[config.mk]
export PLATFORM = sky130hd
export DESIGN_NAME = btn_reset_conditioner_flat
export DESIGN_NICKNAME = d
export VERILOG_FILES = /design/src/rtl/btn_reset_conditioner_if.sv /design/src/rtl/btn_reset_conditioner.sv /design/src/flat_wrapper.sv
export SDC_FILE = /design/constraint.sdc
export NUM_CORES = 1
export LEC_CHECK = 0
export BUFFER_PORTS_ARGS = -buffer_cell sky130_fd_sc_hd__buf_2
export CAP_MARGIN = 0
export CELL_PAD_IN_SITES_DETAIL_PLACEMENT = 1
export CELL_PAD_IN_SITES_GLOBAL_PLACEMENT = 1
export CORE_MARGIN = 2
export CORE_UTILIZATION = 43
export CTS_CLUSTER_DIAMETER = 80
export DETAILED_ROUTE_END_ITERATION = 10
export PLACE_DENSITY = 0.81
export SYNTH_ARGS = -nofsm -noshare
export SYNTH_HDL_FRONTEND = slang
export SYNTH_SLANG_ARGS = --single-unit
[constraint.sdc]
create_clock -name sysclk -period 1.6 [get_ports sysclk]
set_input_delay 0.08 -clock sysclk [delete_from_list [all_inputs] [get_ports sysclk]]
set_output_delay 0.08 -clock sysclk [all_outputs]
set_load 0.05 [all_outputs]
[src/rtl/btn_reset_conditioner_if.sv]
// Board-side signal bundle of the button/reset conditioner: raw pins in,
// debounced levels, edge pulses and the sequenced reset out.
interface btn_reset_conditioner_if #(
    parameter int NUM_BTN = 2
);
    logic [NUM_BTN-1:0] btn;
    logic [NUM_BTN-1:0] btn_level;
    logic [NUM_BTN-1:0] btn_rise;
    logic [NUM_BTN-1:0] btn_fall;
    logic               rst_out;
    logic [7:0]         rst_count;

    modport master (
        input  btn,
        output btn_level,
        output btn_rise,
        output btn_fall,
        output rst_out,
        output rst_count
    );

    modport slave (
        output btn,
        input  btn_level,
        input  btn_rise,
        input  btn_fall,
        input  rst_out,
        input  rst_count
    );
endinterface

[src/rtl/btn_reset_conditioner.sv]
// Synchronises and debounces raw button pins, emits rise/fall pulses and
// sequences a stretched system reset from rst and an optional reset button.
module btn_reset_conditioner #(
    parameter int NUM_BTN         = 2,
    parameter int SYNC_STAGES     = 2,
    parameter int DEBOUNCE_CYCLES = 120000,
    parameter int RST_BTN_EN      = 1,
    parameter int RST_BTN         = 0,
    parameter int RST_HOLD_CYCLES = 1024
) (
    input logic                       sysclk,
    input logic                       rst,
    btn_reset_conditioner_if.master   bus
);
    localparam int CW = $clog2(DEBOUNCE_CYCLES);
    localparam logic [CW-1:0] DEB_LIMIT = CW'(DEBOUNCE_CYCLES - 1);
    localparam int HW = (RST_HOLD_CYCLES > 1) ? $clog2(RST_HOLD_CYCLES) : 1;
    localparam logic [HW-1:0] HOLD_LIMIT = HW'(RST_HOLD_CYCLES - 1);

    logic [NUM_BTN-1:0] level_vec;
    logic [NUM_BTN-1:0] rise_vec;
    logic [NUM_BTN-1:0] fall_vec;

    genvar gi;
    generate
        for (gi = 0; gi < NUM_BTN; gi++) begin : g_chan
            logic [SYNC_STAGES-1:0] sync_reg;
            logic [CW-1:0]          cnt_reg;
            logic                   level_reg;
            logic                   rise_reg;
            logic                   fall_reg;
            logic                   s;

            assign s = sync_reg[SYNC_STAGES-1];

            // Any sample agreeing with the accepted level restarts the count.
            always_ff @(posedge sysclk or posedge rst) begin
                if (rst) begin
                    sync_reg  <= '0;
                    cnt_reg   <= '0;
                    level_reg <= 1'b0;
                    rise_reg  <= 1'b0;
                    fall_reg  <= 1'b0;
                end else begin
                    sync_reg <= {sync_reg[SYNC_STAGES-2:0], bus.btn[gi]};
                    rise_reg <= 1'b0;
                    fall_reg <= 1'b0;
                    if (s == level_reg) begin
                        cnt_reg <= '0;
                    end else if (cnt_reg == DEB_LIMIT) begin
                        level_reg <= s;
                        cnt_reg   <= '0;
                        rise_reg  <= s;
                        fall_reg  <= ~s;
                    end else begin
                        cnt_reg <= cnt_reg + CW'(1);
                    end
                end
            end

            assign level_vec[gi] = level_reg;
            assign rise_vec[gi]  = rise_reg;
            assign fall_vec[gi]  = fall_reg;
        end
    endgenerate

    logic req;
    assign req = (RST_BTN_EN != 0) && level_vec[RST_BTN];

    typedef enum logic [1:0] {
        ST_RESET = 2'd0,
        ST_HOLD  = 2'd1,
        ST_RUN   = 2'd2
    } state_t;

    state_t        state_reg;
    logic [HW-1:0] hold_reg;
    logic          rst_out_reg;
    logic [7:0]    rst_count_reg;

    // rst_out is decoded from the next state so it moves with state_reg.
    always_ff @(posedge sysclk or posedge rst) begin
        if (rst) begin
            state_reg     <= ST_RESET;
            hold_reg      <= '0;
            rst_out_reg   <= 1'b1;
            rst_count_reg <= 8'd0;
        end else begin
            case (state_reg)
                ST_RESET: begin
                    if (!req) begin
                        state_reg   <= ST_HOLD;
                        hold_reg    <= '0;
                        rst_out_reg <= 1'b1;
                    end
                end
                ST_HOLD: begin
                    if (req) begin
                        state_reg   <= ST_RESET;
                        rst_out_reg <= 1'b1;
                    end else if (hold_reg == HOLD_LIMIT) begin
                        state_reg   <= ST_RUN;
                        rst_out_reg <= 1'b0;
                    end else begin
                        hold_reg <= hold_reg + HW'(1);
                    end
                end
                ST_RUN: begin
                    if (req) begin
                        state_reg   <= ST_RESET;
                        rst_out_reg <= 1'b1;
                        if (rst_count_reg != 8'hFF) begin
                            rst_count_reg <= rst_count_reg + 8'd1;
                        end
                    end
                end
                default: begin
                    state_reg   <= ST_RESET;
                    rst_out_reg <= 1'b1;
                end
            endcase
        end
    end

    assign bus.btn_level = level_vec;
    assign bus.btn_rise  = rise_vec;
    assign bus.btn_fall  = fall_vec;
    assign bus.rst_out   = rst_out_reg;
    assign bus.rst_count = rst_count_reg;
endmodule

[src/flat_wrapper.sv]
// flat-port wrapper written by rule: the top's interface ports become plain ports
module btn_reset_conditioner_flat 
#(
    parameter int NUM_BTN         = 2,
    parameter int SYNC_STAGES     = 2,
    parameter int DEBOUNCE_CYCLES = 120000,
    parameter int RST_BTN_EN      = 1,
    parameter int RST_BTN         = 0,
    parameter int RST_HOLD_CYCLES = 1024
)
  (sysclk, rst, bus_btn, bus_btn_level, bus_btn_rise, bus_btn_fall, bus_rst_out, bus_rst_count);
  btn_reset_conditioner_if #(.NUM_BTN(NUM_BTN)) bus_i ();
  input logic sysclk;
  input logic rst;
  input wire logic [$bits(bus_i.btn)-1:0] bus_btn;
  output wire logic [$bits(bus_i.btn_level)-1:0] bus_btn_level;
  output wire logic [$bits(bus_i.btn_rise)-1:0] bus_btn_rise;
  output wire logic [$bits(bus_i.btn_fall)-1:0] bus_btn_fall;
  output wire logic [$bits(bus_i.rst_out)-1:0] bus_rst_out;
  output wire logic [$bits(bus_i.rst_count)-1:0] bus_rst_count;
  assign bus_i.btn = bus_btn;
  assign bus_btn_level = bus_i.btn_level;
  assign bus_btn_rise = bus_i.btn_rise;
  assign bus_btn_fall = bus_i.btn_fall;
  assign bus_rst_out = bus_i.rst_out;
  assign bus_rst_count = bus_i.rst_count;
  btn_reset_conditioner #(.NUM_BTN(NUM_BTN), .SYNC_STAGES(SYNC_STAGES), .DEBOUNCE_CYCLES(DEBOUNCE_CYCLES), .RST_BTN_EN(RST_BTN_EN), .RST_BTN(RST_BTN), .RST_HOLD_CYCLES(RST_HOLD_CYCLES)) u_core (.sysclk(sysclk), .rst(rst), .bus(bus_i));
endmodule
==> impl_metrics.tcl <==
set metrics [dict create \
    seq_power_share 0.478 \
    fp.dieH_um 90.3 \
    worstMarginPinSlew_ps 395 \
    yosys.area.top_type_share 0.501 \
    grt_setup_unrepaired "yes" \
    clk_pin_slew_worst_paths_ps 90 \
    violations "setup timing" \
    cts_tree "done" \
    via_per_inst 5.78 \
    worstSetupEndpointType "flop" \
    hpwl_um 5560 \
    grtUsageMet3 0.0467 \
    swShare 0.244 \
    min_period_ps 1710 \
    numClockSinks 65 \
    cp.arrival_ps 1960 \
    clock-root-buffer "clkbuf_8" \
    drv_cap 0 \
    grtUsageTotal 0.231 \
    drive_gt1_frac 0.414 \
    combinationalPowerShare 0.049 \
    min_path_type "reg2reg" \
    synth-async-reset-ratio 1.00 \
    grt_max_degree 66 \
    met1_usage 0.262 \
    top_usage_layer "met2" \
    finalCritPeriodShare 1.07 \
    synth_flop_cell "dfrtp_1" \
    crit_fanout 3 \
    ios 19 \
    finish.utilization 0.607 \
    die-area_um2 8150 \
    cp.required_ps 1840 \
    synth_area_leader_cell "dfrtp_1" \
    finalMaxSlewViolations 0 \
    ys_ff_latch 65 \
    final_hold_viol_count 0 \
    clock_path_buffers 2 \
    netlist_instances 305 \
    largest_reg_flops 34 \
    htreeDepth 3 \
    p_per_area_nw_per_um2 802 \
    yosysWarnings 0 \
    status "finished with violations" \
    antenna_found_initial 0 \
    portBuffers 18 \
    clkLatencyLatePin_ps 360 \
    clock-skew-final_ps 15.2 \
    fmax_mhz 583 \
    yosysSeqAreaShare 0.509 \
    wl_per_cell_um 21.2 \
    routed_wl_um 10200 \
    setup_ws_ps -115 \
    use_met2 0.414 \
    synthTopCellsByArea "dfrtp_1 (50%), xor2_1 (5.5%), nor2_1 (3.8%), xnor2_1 (3.6%), nand3_1 (3.1%)" \
    antenna_cells 0 \
    grt_pass1_vias 2970 \
    setup_viol 43 \
    area.growth.synth_to_final_pct 36.9 \
    ir_worst_vdd_v 0.000597 \
    synth_edf_count 0 \
    core_area_um2 7210 \
    maxSlewHeadroom 0.735 \
    grt_overflow 0 \
    clockPowerShare 0.473 \
    p_int_uw 2660 \
    firstDrtPassIters 4 \
    synth_most_common_cell "dfrtp_1" \
    drtIter0Drc 84 \
    cts_inserted_buffers 9 \
    vias 2782 \
    gp_congestion 0.808 \
    p_sw_uw 856 \
    synthTopCellsByCount "dfrtp_1 (64), nor2_1 (32), nand3_1 (20), xor2_1 (20), nand4_1 (15)" \
    syn_avg_cell_area_um2 10.5 \
    nets 385 \
    die_w_um 90.3 \
    syn_nets 313 \
    path_class "reg2reg" \
    critical_path.startpoint_type "flop" \
    leakagePower_uw 0.00187 \
    p_total_uw 3510 \
    antenna_left 0 \
    grt_pass1_wl_um 14800 \
    drc 0 \
    rows 31 \
    start_util 0.443 \
    syn_area_um2 3200 \
    yosys.cell_types.count 49 \
]
[final cells by class]
| type | instances | area (um2) |
|---|---|---|
| timing repair buffer | 75 | 574 |
| fill | 799 | 2840 |
| multi-input combinational | 223 | 1800 |
| clock buffer | 10 | 138 |
| clock inverter | 6 | 90.1 |
| tap | 99 | 124 |
| inverter | 3 | 15.0 |
| sequential | 65 | 1640 |
[per-layer routing]
metal / up-vias / routed length [um]
li1: 1243 / -
met3: 20 / 260
met5: - / 0
met4: 0 / 249
met1: 1464 / 4010
met2: 55 / 5680
[critical path: stages, from the launching register on]
cell and delay (ps):
dfrtp_1 440, ha_4 180, nand3_4 90, or3_4 400, mux2_4 310, a22o_1 190
[timing repair]
action,4_1_cts,5_1_grt
resized for setup,15,56
gates cloned,0,0
setup endpoints to repair,28,48
hold endpoints to repair,66,0
hold buffers,3,0
pin swaps,12,22
setup buffers,4,4
[logic make-up (layout without fill, tap and decap cells)]
group / Yosys count / count (layout) / share of synthesized area
buf+inv: 17 / 94 / 0.0293
simple gates: 140 / 140 / 0.250
xor+xnor: 33 / 33 / 0.0903
fa+ha+maj: 4 / 4 / 0.0156
compound gates: 39 / 39 / 0.0817
flops: 65 / 65 / 0.509
mux: 7 / 7 / 0.0239
[placed cells by master (no fill, tap or decap), types with 4 or more instances in the layout]
| cell type | count |
|---|---|
| nand2_1 | 14 |
| nand3_1 | 17 |
| a21oi_2 | 5 |
| a21oi_1 | 8 |
| dfrtp_2 | 8 |
| nor3_1 | 7 |
| xnor2_1 | 13 |
| and4_4 | 4 |
| nor2_4 | 11 |
| nand3_2 | 4 |
| xor2_1 | 20 |
| o21ai_0 | 6 |
| and3_1 | 6 |
| and4_1 | 4 |
| buf_2 | 18 |
| nand4_1 | 15 |
| nor2_1 | 20 |
| dfrtp_1 | 56 |
| buf_4 | 49 |
| clkbuf_8 | 10 |
[power by group through the flow]
stage	Combinational, uW	Sequential [uW]	Clock [uW]
floorplan	60.6	1710	0
global placement	127	1710	0
detailed placement	128	1710	0
CTS	150	1680	1660
global route	186	1680	1760
finish	171	1680	1660
[through the flow]
stage / worst slack (ps) / area (um2) / TNS, ps / hold WS, ps / std cells
floorplan: -79.9 / 3250 / -80.0 / 111 / 305
global placement: 21.4 / 3750 / 0 / 191 / 454
detailed placement: -153 / 3750 / -1280 / 190 / 454
CTS: -63.9 / 4120 / -652 / 356 / 477
global route: -178 / 4380 / -4970 / 360 / 481
finish: -115 / 4380 / -2360 / 353 / 481
[final timing paths]
check                      cells past startpoint                         start  slack (ps)                      endpoint
max                                            5            u_core.hold_reg[1]        -110            u_core.hold_reg[0]
min                                            0  u_core.g_chan[0].sync_reg[0]         350  u_core.g_chan[0].sync_reg[1]
max reg2reg                                    5            u_core.hold_reg[1]        -110            u_core.hold_reg[0]
min reg2reg                                    0  u_core.g_chan[0].sync_reg[0]         350  u_core.g_chan[0].sync_reg[1]
max in group asynchronous                      4                           rst         890   u_core.g_chan[1].cnt_reg[2]
min in group asynchronous                      4                           rst         390           u_core.state_reg[1]
(Power assumes the default switching activity.)
